==> src/rtl/instr_fetch_unit_pkg.sv <==
// Shared definitions for the instruction fetch unit: word widths, FSM encodings, opcodes.
package instr_fetch_unit_pkg;

  localparam int unsigned ADDR_W_DEFAULT = 16;
  localparam int unsigned INSTR_W        = 16;
  localparam int unsigned BUF_DEPTH_MAX  = 2;

  localparam logic [3:0] OPC_HALT = 4'b1111;

  localparam logic [0:0] ST_RUN    = 1'b0;
  localparam logic [0:0] ST_HALTED = 1'b1;

endpackage

==> src/rtl/instr_fetch_unit_fetch_buffer.sv <==
// Two-entry shift-style FIFO; entry 0 is always the head, so the head holds its last value when empty.
module instr_fetch_unit_fetch_buffer #(
  parameter int unsigned WIDTH = 32
) (
  input  logic             clk,
  input  logic             rst_n,
  input  logic             push_i,
  input  logic             pop_i,
  input  logic             flush_i,
  input  logic [WIDTH-1:0] data_i,
  output logic [WIDTH-1:0] head_o,
  output logic             valid_o,
  output logic [1:0]       count_o
);

  logic [WIDTH-1:0] e0_q, e0_d, e1_q, e1_d;
  logic [1:0]       cnt_q, cnt_d;
  logic             valid_q, valid_d;
  logic             pop_eff;

  always_comb begin
    e0_d    = e0_q;
    e1_d    = e1_q;
    cnt_d   = cnt_q;
    pop_eff = pop_i && (cnt_q != 2'd0);
    if (flush_i) begin
      cnt_d = 2'd0;
    end else if (push_i && pop_eff) begin
      if (cnt_q == 2'd2) begin
        e0_d = e1_q;
        e1_d = data_i;
      end else begin
        e0_d = data_i;
      end
    end else if (push_i) begin
      if (cnt_q == 2'd0) begin
        e0_d  = data_i;
        cnt_d = 2'd1;
      end else if (cnt_q == 2'd1) begin
        e1_d  = data_i;
        cnt_d = 2'd2;
      end
    end else if (pop_eff) begin
      if (cnt_q == 2'd2) e0_d = e1_q;
      cnt_d = cnt_q - 2'd1;
    end
    valid_d = (cnt_d != 2'd0);
  end

  always_ff @(posedge clk or negedge rst_n) begin
    if (!rst_n) begin
      e0_q    <= '0;
      e1_q    <= '0;
      cnt_q   <= 2'd0;
      valid_q <= 1'b0;
    end else begin
      e0_q    <= e0_d;
      e1_q    <= e1_d;
      cnt_q   <= cnt_d;
      valid_q <= valid_d;
    end
  end

  assign head_o  = e0_q;
  assign valid_o = valid_q;
  assign count_o = cnt_q;

endmodule

==> src/rtl/instr_fetch_unit.sv <==
// Fetch stage: owns the PC, issues single-outstanding imem reads, buffers words for decode,
// and handles redirect/halt from decode.
module instr_fetch_unit
  import instr_fetch_unit_pkg::*;
#(
  parameter int unsigned          ADDR_W    = ADDR_W_DEFAULT,
  parameter logic [ADDR_W-1:0]    RESET_PC  = '0,
  parameter int unsigned          BUF_DEPTH = BUF_DEPTH_MAX
) (
  input  logic               clk,
  input  logic               rst_n,
  output logic               imem_req,
  output logic [ADDR_W-1:0]  imem_addr,
  input  logic               imem_ack,
  input  logic [INSTR_W-1:0] imem_rdata,
  output logic               instr_valid,
  input  logic               instr_ready,
  output logic [INSTR_W-1:0] instr_out,
  output logic [ADDR_W-1:0]  pc_out,
  input  logic               redirect_valid,
  input  logic [ADDR_W-1:0]  redirect_pc,
  input  logic               halt_in,
  output logic               halted
);

  localparam int unsigned ENTRY_W = ADDR_W + INSTR_W;

  logic [0:0]        state_q, state_d;
  logic [ADDR_W-1:0] fetch_pc_q, fetch_pc_d;
  logic [ADDR_W-1:0] addr_q, addr_d;
  logic              req_q, req_d;
  logic              drop_q, drop_d;
  logic              halted_q, halted_d;

  logic               buf_push, buf_pop, buf_flush, buf_valid;
  logic [1:0]         buf_count, count_next;
  logic [ENTRY_W-1:0] buf_head;
  logic               acked, redirect_take, halt_take, issue;

  // Next-state: redirect outranks halt, which outranks pushing the acked word.
  always_comb begin
    state_d    = state_q;
    fetch_pc_d = fetch_pc_q;
    addr_d     = addr_q;
    req_d      = req_q;
    drop_d     = drop_q;
    buf_push   = 1'b0;
    buf_flush  = 1'b0;
    issue      = 1'b0;

    buf_pop       = buf_valid && instr_ready;
    acked         = req_q && imem_ack;
    redirect_take = (state_q == ST_RUN) && redirect_valid;
    halt_take     = (state_q == ST_RUN) && !redirect_valid && halt_in && buf_valid && instr_ready;

    if (acked) begin
      drop_d = 1'b0;
      if (!drop_q && (state_q == ST_RUN) && !redirect_take && !halt_take) buf_push = 1'b1;
    end

    if (redirect_take) begin
      buf_flush  = 1'b1;
      fetch_pc_d = redirect_pc;
      if (req_q && !imem_ack) drop_d = 1'b1;
    end else if (halt_take) begin
      buf_flush = 1'b1;
      state_d   = ST_HALTED;
    end

    count_next = buf_flush ? 2'd0 : (buf_count + 2'(buf_push) - 2'(buf_pop));

    if ((state_q == ST_RUN) && !redirect_take && !halt_take && (!req_q || imem_ack) &&
        (count_next < 2'(BUF_DEPTH))) begin
      issue = 1'b1;
    end

    // A request is held until acked; no retraction even across a redirect.
    if (!req_q || acked) req_d = issue;
    if (issue) begin
      addr_d     = fetch_pc_q;
      fetch_pc_d = fetch_pc_q + ADDR_W'(1);
    end

    halted_d = (state_d == ST_HALTED);
  end

  always_ff @(posedge clk or negedge rst_n) begin
    if (!rst_n) begin
      state_q    <= ST_RUN;
      fetch_pc_q <= RESET_PC;
      addr_q     <= RESET_PC;
      req_q      <= 1'b0;
      drop_q     <= 1'b0;
      halted_q   <= 1'b0;
    end else begin
      state_q    <= state_d;
      fetch_pc_q <= fetch_pc_d;
      addr_q     <= addr_d;
      req_q      <= req_d;
      drop_q     <= drop_d;
      halted_q   <= halted_d;
    end
  end

  instr_fetch_unit_fetch_buffer #(
    .WIDTH (ENTRY_W)
  ) u_fetch_buffer (
    .clk     (clk),
    .rst_n   (rst_n),
    .push_i  (buf_push),
    .pop_i   (buf_pop),
    .flush_i (buf_flush),
    .data_i  ({addr_q, imem_rdata}),
    .head_o  (buf_head),
    .valid_o (buf_valid),
    .count_o (buf_count)
  );

  assign imem_req    = req_q;
  assign imem_addr   = addr_q;
  assign instr_valid = buf_valid;
  assign pc_out      = buf_head[ENTRY_W-1 -: ADDR_W];
  assign instr_out   = buf_head[INSTR_W-1:0];
  assign halted      = halted_q;

endmodule

==> config.mk <==
export PLATFORM = sky130hd
export DESIGN_NAME = instr_fetch_unit
export DESIGN_NICKNAME = d
export VERILOG_FILES = /design/src/rtl/instr_fetch_unit_pkg.sv /design/src/rtl/instr_fetch_unit_fetch_buffer.sv /design/src/rtl/instr_fetch_unit.sv
export SDC_FILE = /design/constraint.sdc
export NUM_CORES = 1
export LEC_CHECK = 0
export CELL_PAD_IN_SITES_DETAIL_PLACEMENT = 0
export CELL_PAD_IN_SITES_GLOBAL_PLACEMENT = 1
export CORE_MARGIN = 4
export CORE_UTILIZATION = 43
export DETAILED_ROUTE_END_ITERATION = 6
export GPL_TIMING_DRIVEN = 0
export PLACE_DENSITY_LB_ADDON = 0.3
export SYNTH_ARGS = -nofsm -noshare
export SYNTH_HDL_FRONTEND = slang
export SYNTH_HIERARCHICAL = 1
export SYNTH_SLANG_ARGS = --single-unit
==> constraint.sdc <==
create_clock -name clk -period 4.95 [get_ports clk]
set_clock_uncertainty 0.15 [all_clocks]
set_input_delay 1.2375 -clock clk [delete_from_list [all_inputs] [get_ports clk]]
set_output_delay 1.2375 -clock clk [all_outputs]
set_load 0.01 [all_outputs]
==> results.yml <==
cells_and_area:
  diodes: 0
  fin_nets: 616
  nFillCells: 976
  final_util_pct: 56.1
  drive_gt1_share_pct: 12.2
  design_area_um2: 6050
  areaGrowthSynthToFinish_pct: 27.7
  final_cells: 715
synthesis:
  syn_nets: 516
  synth_area_um2: 4740
  yosysMostFrequentCell: "nand2_1"
  ys.flop_type: "dfrtp_1"
  synthTopCellsByCount: "nand2_1 (122), dfrtp_1 (102), nor2_1 (47), a31oi_1 (35), mux2_2 (26)"
  synth_seq_cells: 102
  ys_async_sr_fraction_pct: 100
  ys_seq_area_share_pct: 53.8
  syn-instance-count: 472
  yosysTopAreaCellShare_pct: 53.8
  synth.area.top_cells: "dfrtp_1 (54%), nand2_1 (9.7%), mux2_2 (6.2%)"
  synth_edf_count: 0
  yosysWarnings: 6
  avgSynthCellArea_um2: 10.0
  synthDistinctLibCells: 52
  yosysTopAreaCell: "dfrtp_1"
sta:
  final_hold_viol_count: 0
  rsz0062_at_grt: "no"
  fmax_mhz: 276
  hold_ws_ns: 0.347
  slew_headroom_pct: 64.1
  setup_viol_count_final: 0
  final.period_utilization_pct: 73.2
  setup_tns_ns: 0
  period_needed_ns: 3.62
  setup_slack_ns: 1.33
  tightest_slew_ns: 0.539
  slew_viol_final: 0
clocking:
  cts_made_buffers: 9
  clockRootBuffer: "clkbuf_8"
  cts_tree: "yes"
  clock_path_buffers: 2
  post_cts_buffers: 0
  cts_sinks: 102
  clock_latency_ns: 0.36
  cts.repair.resized: 0
  hold_buffers: 0
  cts_max_level: 3
  cts.clk_slew.worst_paths_ns: 0.10
global_routing:
  grt_max_degree: 66
  grt-ovfl-total: 0
  grt_use_total_pct: 18.5
  grt_pass1_vias: 3841
  antenna_found_initial: 0
  grt_pass1_wl_um: 19100
die:
  row_count: 38
  start_util_pct: 43.9
  core-area_um2: 10800
  die_y_um: 113
  die_area_um2: 12800
  die_x_um: 113
  ios: 89
route:
  viasPerCell: 5.34
  antenna_left: 0
  drt_iter0_markers: 312
  num_vias: 3821
  wirelength_um: 11600
  route.detailed.drc: 0
  dr.pass1.iters: 4
  wl_per_cell_um: 16.2
power:
  power_mw: 3.11
  ir_worst_vdd_mv: 0.204
  p_leak_nw: 2.64
  p_per_area_nw_per_um2: 514
critical_path:
  crit_path_start_kind: "primary input"
  worstPathMaxFanout: 10
  worstSetupPathType: "in2reg"
  required_ns: 5.05
  timing.rr.start: "u_fetch_buffer/valid_o"
  crit_start: "instr_ready"
  cp-end-kind: "flip-flop"
  crit_arrival_ns: 3.72
min_path:
  min_path_type: "reg2reg"
  hold_start: "u_fetch_buffer/e1_q[11]"
placement:
  numPortBuffers: 88
  placed_area_um2: 5820
  place_ws_ns: 0.995
  placedCellCount: 701
  dp_hpwl_um: 8230
  gp_congestion: 0.833
outcome:
  outcome: "complete, no violations"
flow_run:
  drv_cap: 0
-- area by class of cell --
type | count | area (um2) | share of cell area (%)
multi-input cells | 338 | 2010 | 33.1
flip-flops and latches | 102 | 2550 | 42.2
clock inverters | 5 | 109 | 1.80
well taps | 140 | 175 | 2.89
inverters | 6 | 22.5 | 0.372
repair buffers | 89 | 906 | 15.0
plain buffers | 26 | 160 | 2.65
clock buffers | 9 | 124 | 2.05
-- registers in the layout (all words and copies together), names as in the netlist --
| name | flops |
|---|---|
| imem_addr | 16 |
| u_fetch_buffer/e1_q | 32 |
| u_fetch_buffer/valid_o | 1 |
| halted | 1 |
| fetch_pc_q | 16 |
| drop_q | 1 |
| u_fetch_buffer/count_o | 2 |
| u_fetch_buffer/head_o | 32 |
| imem_req | 1 |
-- path summary, 6_finish.rpt --
path	end	slack (ns)	cells past startpoint
worst max-delay path	u_fetch_buffer/e1_q[18]	1.33	9
worst min register to register	u_fetch_buffer/e1_q[11]	0.35	1
worst max register to register	u_fetch_buffer/e1_q[18]	2.23	8
worst min-delay path	u_fetch_buffer/e1_q[11]	0.35	1
max in group asynchronous	imem_addr[5]	3.26	2
min in group asynchronous	u_fetch_buffer/e1_q[1]	0.70	1
-- cell families after synthesis --
logic type      after synthesis  share of synthesized area, %
mux                          37                          8.76
compound gates               82                          12.4
simple gates                212                          19.2
xor+xnor                      1                         0.343
buf+inv                      32                          3.85
fa+ha+maj                     6                          1.58
flops                       102                          53.8
-- layer usage --
metal | vias to the layer above | wire, um | GRT usage, %
met5 | - | 0 | 0
met4 | 0 | 189 | 6.49
met3 | 18 | 561 | 3.10
met2 | 104 | 5440 | 29.2
met1 | 1869 | 5380 | 26.1
li1 | 1830 | - | -
-- where the power goes --
group	switching (mW)	total, mW	internal (mW)
logic	0.498	1.12	0.622
registers	0.257	1.37	1.11
clock network	0.286	0.621	0.334
-- critical path, stage by stage --
cell             delay [ns]
clkdlybuf4s50_1        0.45
a31oi_1                0.25
nand2b_1               0.17
nor3_1                 0.26
buf_2                  0.26
nand2b_1               0.15
a21oi_2                0.30
buf_4                  0.27
mux2_2                 0.36
-- placed cells by master (no fill, tap or decap), types with 8 or more instances in the layout --
master	instances
nand2_1	122
dfrtp_1	102
clkdlybuf4s50_1	87
nor2_1	47
a31oi_1	35
mux2_2	26
buf_2	10
clkbuf_8	9
nand3_1	8
buf_4	8
No activity file was read; power rests on OpenSTA's default activity.
